### src/rtl/pgm_ddram_arbiter.sv
// pgm_ddram_arbiter
// Shares the single 64-bit DDRAM Avalon port between one ROM-load writer and three
// word readers (0 = CPU program ROM, 1 = video tile/sprite ROM, 2 = sound sample ROM).
// One burst-length-1 transaction is in flight at a time; read data comes back with a
// one-cycle, one-hot ack. All outputs are registered. Lives in the clk_sys domain.
//
// Ports:
//   clk_i, reset_i          clock, synchronous active-high reset
//   wr_req_i/wr_addr_i/     level write request with word address, data, byte enables
//   wr_data_i/wr_be_i
//   wr_ack_o                1-cycle pulse when DDRAM accepted the write
//   rd_req_i[2:0]           per-reader level request
//   rd_addr_i[3*AW-1:0]     reader i address = rd_addr_i[i*AW +: AW]
//   rd_ack_o[2:0]           1-cycle one-hot ack, rd_data_o valid in the same cycle
//   rd_data_o               read data, held until the next ack
//   err_o                   sticky flag: a read timed out
//   ddram_*                 Avalon master side (busy = waitrequest)
//
// Optional feature: define PGM_DDR_LASTHIT_EN to add a per-reader one-entry
// last-hit cache that answers repeated reads of the same address without DDRAM.
module pgm_ddram_arbiter #(
    parameter int          AW         = 25,
    parameter logic [28:0] BASE_WADDR = 29'h0600_0000,
    parameter int          TIMEOUT    = 1023
) (
    input  logic            clk_i,
    input  logic            reset_i,
    input  logic            wr_req_i,
    input  logic [AW-1:0]   wr_addr_i,
    input  logic [63:0]     wr_data_i,
    input  logic [7:0]      wr_be_i,
    output logic            wr_ack_o,
    input  logic [2:0]      rd_req_i,
    input  logic [3*AW-1:0] rd_addr_i,
    output logic [2:0]      rd_ack_o,
    output logic [63:0]     rd_data_o,
    output logic            err_o,
    input  logic            ddram_busy_i,
    input  logic [63:0]     ddram_dout_i,
    input  logic            ddram_dout_ready_i,
    output logic [28:0]     ddram_addr_o,
    output logic [3:0]      ddram_burstcnt_o,
    output logic            ddram_rd_o,
    output logic            ddram_we_o,
    output logic [63:0]     ddram_din_o,
    output logic [7:0]      ddram_be_o
);

    localparam int            TW           = $clog2(TIMEOUT + 1);
    localparam logic [TW-1:0] TIMEOUT_LAST = TW'(TIMEOUT - 1);

    typedef enum logic [1:0] {IDLE, WR, RD_CMD, RD_WAIT} state_t;

    state_t        state_q;
    logic [1:0]    rrPtr_q;
    logic [1:0]    grant_q;
    logic [AW-1:0] reqAddr_q;
    logic [TW-1:0] timer_q;
    logic          wrAck_q;
    logic [2:0]    rdAck_q;
    logic [63:0]   rdData_q;
    logic          err_q;
    logic [28:0]   ddramAddr_q;
    logic          ddramRd_q;
    logic          ddramWe_q;
    logic [63:0]   ddramDin_q;
    logic [7:0]    ddramBe_q;

    logic [2:0]    eligible_d;
    logic          grantValid_d;
    logic [1:0]    grantIdx_d;
    logic [AW-1:0] grantAddr_d;
    logic [1:0]    rrNext_d;

    // (base + k) mod 3 for base, k in 0..2
    function automatic logic [1:0] rotIdx(input logic [1:0] base, input logic [1:0] k);
        logic [2:0] s;
        s = {1'b0, base} + {1'b0, k};
        if (s >= 3'd3) s = s - 3'd3;
        return s[1:0];
    endfunction

    // A reader that is still holding its request during its own ack cycle has already
    // been served, so it is masked out to avoid a duplicate grant.
    assign eligible_d = rd_req_i & ~rdAck_q;

    // Round-robin pick: first eligible reader scanning upward from the rr pointer.
    always_comb begin
        grantValid_d = 1'b0;
        grantIdx_d   = rrPtr_q;
        for (int k = 0; k < 3; k++) begin
            if (!grantValid_d && eligible_d[rotIdx(rrPtr_q, 2'(k))]) begin
                grantValid_d = 1'b1;
                grantIdx_d   = rotIdx(rrPtr_q, 2'(k));
            end
        end
    end

    assign grantAddr_d = rd_addr_i[grantIdx_d*AW +: AW];
    assign rrNext_d    = (grantIdx_d == 2'd2) ? 2'd0 : grantIdx_d + 2'd1;

`ifdef PGM_DDR_LASTHIT_EN
    logic [2:0]    cacheValid_q;
    logic [AW-1:0] cacheAddr_q [3];
    logic [63:0]   cacheData_q [3];
    logic          hitValid_d;
    logic [1:0]    hitIdx_d;

    // Scan downward so the lowest-index hitting reader ends up selected.
    always_comb begin
        hitValid_d = 1'b0;
        hitIdx_d   = 2'd0;
        for (int i = 2; i >= 0; i--) begin
            if (eligible_d[i] && cacheValid_q[i] &&
                cacheAddr_q[i] == rd_addr_i[i*AW +: AW]) begin
                hitValid_d = 1'b1;
                hitIdx_d   = 2'(i);
            end
        end
    end
`endif

    // Arbiter FSM. Ack pulses default low every cycle; the command strobes stay up
    // until DDRAM drops waitrequest.
    always_ff @(posedge clk_i) begin
        if (reset_i) begin
            state_q     <= IDLE;
            rrPtr_q     <= 2'd0;
            grant_q     <= 2'd0;
            reqAddr_q   <= '0;
            timer_q     <= '0;
            wrAck_q     <= 1'b0;
            rdAck_q     <= 3'b000;
            rdData_q    <= 64'd0;
            err_q       <= 1'b0;
            ddramAddr_q <= 29'd0;
            ddramRd_q   <= 1'b0;
            ddramWe_q   <= 1'b0;
            ddramDin_q  <= 64'd0;
            ddramBe_q   <= 8'd0;
`ifdef PGM_DDR_LASTHIT_EN
            cacheValid_q <= 3'b000;
            for (int i = 0; i < 3; i++) begin
                cacheAddr_q[i] <= '0;
                cacheData_q[i] <= 64'd0;
            end
`endif
        end else begin
            wrAck_q <= 1'b0;
            rdAck_q <= 3'b000;
            case (state_q)
                IDLE: begin
                    if (wr_req_i && !wrAck_q) begin
                        ddramAddr_q <= BASE_WADDR + 29'(wr_addr_i);
                        ddramDin_q  <= wr_data_i;
                        ddramBe_q   <= wr_be_i;
                        ddramWe_q   <= 1'b1;
                        state_q     <= WR;
`ifdef PGM_DDR_LASTHIT_EN
                        // Written data may alias any cached word.
                        cacheValid_q <= 3'b000;
`endif
                    end
`ifdef PGM_DDR_LASTHIT_EN
                    else if (hitValid_d) begin
                        rdAck_q[hitIdx_d] <= 1'b1;
                        rdData_q          <= cacheData_q[hitIdx_d];
                    end
`endif
                    else if (grantValid_d) begin
                        grant_q     <= grantIdx_d;
                        reqAddr_q   <= grantAddr_d;
                        ddramAddr_q <= BASE_WADDR + 29'(grantAddr_d);
                        ddramRd_q   <= 1'b1;
                        rrPtr_q     <= rrNext_d;
                        state_q     <= RD_CMD;
                    end
                end
                WR: begin
                    if (!ddram_busy_i) begin
                        ddramWe_q <= 1'b0;
                        wrAck_q   <= 1'b1;
                        state_q   <= IDLE;
                    end
                end
                RD_CMD: begin
                    if (!ddram_busy_i) begin
                        ddramRd_q <= 1'b0;
                        timer_q   <= '0;
                        state_q   <= RD_WAIT;
                    end
                end
                RD_WAIT: begin
                    if (ddram_dout_ready_i) begin
                        rdData_q         <= ddram_dout_i;
                        rdAck_q[grant_q] <= 1'b1;
                        state_q          <= IDLE;
`ifdef PGM_DDR_LASTHIT_EN
                        cacheValid_q[grant_q] <= 1'b1;
                        cacheAddr_q[grant_q]  <= reqAddr_q;
                        cacheData_q[grant_q]  <= ddram_dout_i;
`endif
                    end else if (timer_q == TIMEOUT_LAST) begin
                        // Give up after TIMEOUT cycles so the requester never hangs.
                        rdData_q         <= 64'hFFFF_FFFF_FFFF_FFFF;
                        rdAck_q[grant_q] <= 1'b1;
                        err_q            <= 1'b1;
                        state_q          <= IDLE;
                    end else begin
                        timer_q <= timer_q + 1'b1;
                    end
                end
                default: state_q <= IDLE;
            endcase
        end
    end

    assign wr_ack_o         = wrAck_q;
    assign rd_ack_o         = rdAck_q;
    assign rd_data_o        = rdData_q;
    assign err_o            = err_q;
    assign ddram_addr_o     = ddramAddr_q;
    assign ddram_burstcnt_o = 4'd1;
    assign ddram_rd_o       = ddramRd_q;
    assign ddram_we_o       = ddramWe_q;
    assign ddram_din_o      = ddramDin_q;
    assign ddram_be_o       = ddramBe_q;

endmodule

### config.mk
export PLATFORM = sky130hd
export DESIGN_NAME = pgm_ddram_arbiter
export DESIGN_NICKNAME = d
export VERILOG_FILES = /design/src/rtl/pgm_ddram_arbiter.sv
export SDC_FILE = /design/constraint.sdc
export NUM_CORES = 1
export LEC_CHECK = 0
export CORE_AREA = 3 3 164 166
export CTS_BUF_LIST = sky130_fd_sc_hd__clkbuf_2 sky130_fd_sc_hd__clkbuf_4 sky130_fd_sc_hd__clkbuf_8
export DETAILED_ROUTE_END_ITERATION = 16
export DIE_AREA = 0 0 167 169
export GPL_ROUTABILITY_DRIVEN = 0
export GPL_TIMING_DRIVEN = 0
export PLACE_DENSITY = 0.63
export SYNTH_ARGS = -nofsm -noshare
export SYNTH_HDL_FRONTEND = slang
export SYNTH_SLANG_ARGS = --single-unit
### constraint.sdc
create_clock -name clk_i -period 7.6 [get_ports clk_i]
set_input_delay 1.52 -clock clk_i [delete_from_list [all_inputs] [get_ports clk_i]]
set_output_delay 1.52 -clock clk_i [all_outputs]
set_load 0.01 [all_outputs]
==> impl_table.tex <==
\begin{tabular}{lr}
\hline
Metric & Value \\
\hline
\multicolumn{2}{l}{\textbf{Synthesis}} \\
Post-synth top area cell & sky130\_fd\_sc\_hd\_\_dfxtp\_1 \\
Ys async rst share & 0 \\
Count of state elements after synthesis & 185 \\
Area fraction of the dominant cell type after synthesis & 0.472 \\
Number of synthesis warnings & 0 \\
Seq/Total Area, Yosys & 0.472 \\
Post-Syn Instances & 981 \\
Leading cell type by number of instances after synthesis & sky130\_fd\_sc\_hd\_\_nor2\_1 \\
Top flip-flop cell by instance count after synthesis & sky130\_fd\_sc\_hd\_\_dfxtp\_1 \\
Cell types occupying the most area after synthesis & sky130\_fd\_sc\_hd\_\_dfxtp\_1 (47\%), sky130\_fd\_sc\_hd\_\_nor2\_1 (9.9\%), sky130\_fd\_sc\_hd\_\_nand2\_1 (7.6\%), sky130\_fd\_sc\_hd\_\_a21oi\_1 (6.6\%), sky130\_fd\_sc\_hd\_\_nor3\_1 (4.5\%) \\
Post-synth cell types & 54 \\
Most frequent cells after synthesis & sky130\_fd\_sc\_hd\_\_nor2\_1 (206), sky130\_fd\_sc\_hd\_\_dfxtp\_1 (185), sky130\_fd\_sc\_hd\_\_nand2\_1 (158), sky130\_fd\_sc\_hd\_\_a21oi\_1 (103), sky130\_fd\_sc\_hd\_\_nor3\_1 (71) \\
Syn\_area\_per\_cell & 7.99 um\^{}2 \\
Netlist Area Pre-Place & 0.00784 mm\^{}2 \\
Post-synth EDFFs & 0 \\
\multicolumn{2}{l}{\textbf{Timing}} \\
Worst-margin pin slew & 1.27 ns \\
Worst-case headroom to the max-slew limit & 0.149 \\
Period utilization & 0.481 \\
Final-layout setup total negative slack & 0 ns \\
Final worst clock skew & 0.0220 ns \\
RSZ-0062 raised after global routing & false \\
Setup Viol. Count Final & 0 \\
F\_max & 274 MHz \\
Max-slew violation total from the final report & 0 \\
Period minus WS final & 3.65 ns \\
Final critical-path setup slack & 3.95 ns \\
Final hold viol count & 0 \\
\multicolumn{2}{l}{\textbf{Global routing}} \\
Largest net degree at the start of global routing & 19 \\
GRT Overall Usage & 0.212 \\
Number of global-route vias before repair & 8309 \\
Global-route wire length before repair & 47000 um \\
Global route overflow & 0 \\
Antenna violations before repair & 5 \\
\multicolumn{2}{l}{\textbf{Route}} \\
Drt via density & 4.70 \\
DRT Pass-1 Iters & 5 \\
Initial DRC Count & 540 \\
Antenna-violating nets left & 0 \\
Vias after detailed routing & 8303 \\
Final wirelength & 31100 um \\
Residual DRC count & 0 \\
Average wire per cell in the routed design & 17.6 um \\
\multicolumn{2}{l}{\textbf{Setup path}} \\
Dominant delay contributor by cell family on the critical path & buffers and inverters \\
Data arrival at the endpoint of the critical path & 4.02 ns \\
Critical setup path kind & in2reg \\
Library cell contributing the largest single delay on the critical path & sky130\_fd\_sc\_hd\_\_clkdlybuf4s50\_1 \\
Cells along the critical path & clkdlybuf4s50\_1, nor2b\_2, a221o\_1, o21a\_1, nor2\_1, a21boi\_2, clkbuf\_1, nor2\_1, nor4\_2 \\
Largest stage delay on the critical path & 0.48 ns \\
Path depth of the worst reg2reg path & 11 \\
Top fanout value on the critical path & 10 \\
Crit path buf inv count & 2 \\
Kind of end point of the critical path & flip-flop \\
Critical path's most frequent cell & sky130\_fd\_sc\_hd\_\_nor2\_1 \\
Total stage count of the critical path & 9 \\
WP data required & 7.97 ns \\
Startpoint types & input pin \\
\multicolumn{2}{l}{\textbf{Floorplan}} \\
Horizontal die dimension & 167 um \\
Die area & 0.0282 mm\^{}2 \\
Area inside the core boundary & 0.0258 mm\^{}2 \\
Die boundary height & 169 um \\
Total I/O pin count & 420 \\
Initial standard-cell utilization of the core & 0.304 \\
Row count & 59 \\
\multicolumn{2}{l}{\textbf{CTS}} \\
H-Tree Depth & 4 \\
Post\_cts resized & 0 \\
Reg clk slew, reported paths & 0.10 ns \\
Buffer type at the clock tree root & sky130\_fd\_sc\_hd\_\_clkbuf\_8 \\
Clock Latency Late Sink & 0.46 ns \\
Longest Clk Path Bufs & 2 \\
CTS tree & built \\
Hold buffers post-CTS & 0 \\
Post-CTS setup-driven buffer insertion count & 0 \\
Total CTS buffers & 17 \\
Sinks on the clock net & 185 \\
\multicolumn{2}{l}{\textbf{Place}} \\
IO buf count & 412 \\
Half-perimeter wire length of the detailed placement result & 24700 um \\
Pre-CTS WS & 3.46 ns \\
\multicolumn{2}{l}{\textbf{Power and ir drop}} \\
Max IR drop VDD & 0.000101 V \\
Reported leakage power & 4.80 nW \\
Power per unit of standard cell area & 200 mW/mm\^{}2 \\
\multicolumn{2}{l}{\textbf{Min path}} \\
Hold-critical path depth & 2 \\
Path class of the lowest-slack min-delay path & reg2reg \\
\multicolumn{2}{l}{\textbf{Run status}} \\
Status & finished, final reports clean \\
\multicolumn{2}{l}{\textbf{Layout}} \\
Synthesis-to-finish area growth & 63.1\% \\
Fraction of final layout cells with drive strength greater than 1 & 0.0553 \\
Finished Core Util & 0.497 \\
Number of nets in the finished design & 1665 \\
\multicolumn{2}{l}{\textbf{Job}} \\
Max capacitance violation total & 0 \\
\hline
\end{tabular}
worst register-to-register path: stages, from the launching register on:
cell                       delay [ns]
sky130_fd_sc_hd__dfxtp_1         0.39
sky130_fd_sc_hd__inv_1           0.09
sky130_fd_sc_hd__ha_1            0.31
sky130_fd_sc_hd__buf_4           0.18
sky130_fd_sc_hd__inv_2           0.04
sky130_fd_sc_hd__a221o_1         0.34
sky130_fd_sc_hd__o21a_1          0.16
sky130_fd_sc_hd__o21ai_2         0.38
sky130_fd_sc_hd__clkbuf_1        0.48
sky130_fd_sc_hd__a21oi_1         0.14
sky130_fd_sc_hd__o221a_1         0.16
sky130_fd_sc_hd__nor4_2          0.14
state kept, by name, indices dropped and copies added (netlist names):
name	flops
ddram_din_o	64
rd_ack_o	3
rrPtr_q	2
ddram_rd_o	1
timer_q	10
ddram_addr_o	26
state_q	2
rd_data_o	64
wr_ack_o	1
err_o	1
ddram_we_o	1
ddram_be_o	8
grant_q	2
stage by stage:
step | hold WS [ns] | power (mW) | instances | cell area [um^2]
after global routing | 0.478 | 2.71 | 1767 | 12800
after floorplan | 0.436 | 1.52 | 985 | 7860
after CTS | 0.460 | 2.60 | 1763 | 12800
final | 0.456 | 2.56 | 1767 | 12800
after global placement | 0.441 | 1.93 | 1732 | 12400
after detailed placement | 0.445 | 1.93 | 1732 | 12400
kinds of logic (layout without fill, tap and decap cells):
family | Yosys count | in the layout | synth area share
AND/OR/NAND/NOR | 493 | 493 | 0.287
flip-flops | 185 | 185 | 0.472
AO/OA/AOI/OAI | 156 | 156 | 0.129
buffers and inverters | 107 | 550 | 0.0625
multiplexers | 25 | 25 | 0.0319
XOR/XNOR | 8 | 8 | 0.00893
adder cells (fa/ha/maj) | 5 | 5 | 0.00798
other | 2 | 10 | 0.000958
routing by layer:
layer	GRT usage	routed length (um)	up-vias
li1	-	-	4152
met1	0.241	12300	3726
met2	0.353	14600	367
met3	0.0904	3180	56
met4	0.0846	1030	2
met5	0	11	-
cell usage in the layout (no fill, tap or decap), types with 5 or more instances in the layout:
cell and n:
sky130_fd_sc_hd__buf_4 11, sky130_fd_sc_hd__nor4_1 6, sky130_fd_sc_hd__buf_6 6, sky130_fd_sc_hd__o221a_1 25
sky130_fd_sc_hd__mux2i_1 25, sky130_fd_sc_hd__conb_1 6, sky130_fd_sc_hd__a21oi_1 103, sky130_fd_sc_hd__clkbuf_8 18
sky130_fd_sc_hd__nor2_1 206, sky130_fd_sc_hd__nor3_1 71, sky130_fd_sc_hd__ha_1 5, sky130_fd_sc_hd__nand2_1 158
sky130_fd_sc_hd__nand2b_1 5, sky130_fd_sc_hd__xor2_1 5, sky130_fd_sc_hd__clkdlybuf4s50_1 412, sky130_fd_sc_hd__dfxtp_1 185
sky130_fd_sc_hd__clkbuf_1 56, sky130_fd_sc_hd__nor4_2 20, sky130_fd_sc_hd__nand3_1 5, sky130_fd_sc_hd__o21ai_0 6
sky130_fd_sc_hd__inv_1 30
cell type report:
cell class	count	area, um^2
Antenna cell	4	10.0
Fill cell	2566	13000
Clock buffer	18	248
Tap cell	335	419
Sequential cell	185	3700
Buffer	76	374
Clock inverter	13	135
Inverter	31	116
Timing Repair Buffer	412	4120
Multi-Input combinational cell	693	3660
power by group:
group	internal, mW	switching, mW	leakage [nW]
combinational	0.406	0.397	3.11
sequential	1.05	0.0537	1.51
clock	0.250	0.406	0.185
total	1.71	0.857	4.80
worst paths after layout:
check	startpoint	endpoint	slack [ns]
setup / recovery	rd_req_i[2]	ddram_addr_o[16]	3.95
hold / removal	ddram_din_o[55]	ddram_din_o[55]	0.46
setup reg to reg	rrPtr_q[0]	ddram_addr_o[8]	4.71
hold reg to reg	ddram_din_o[55]	ddram_din_o[55]	0.46
Note: power is estimated with default switching activity, not from simulation.
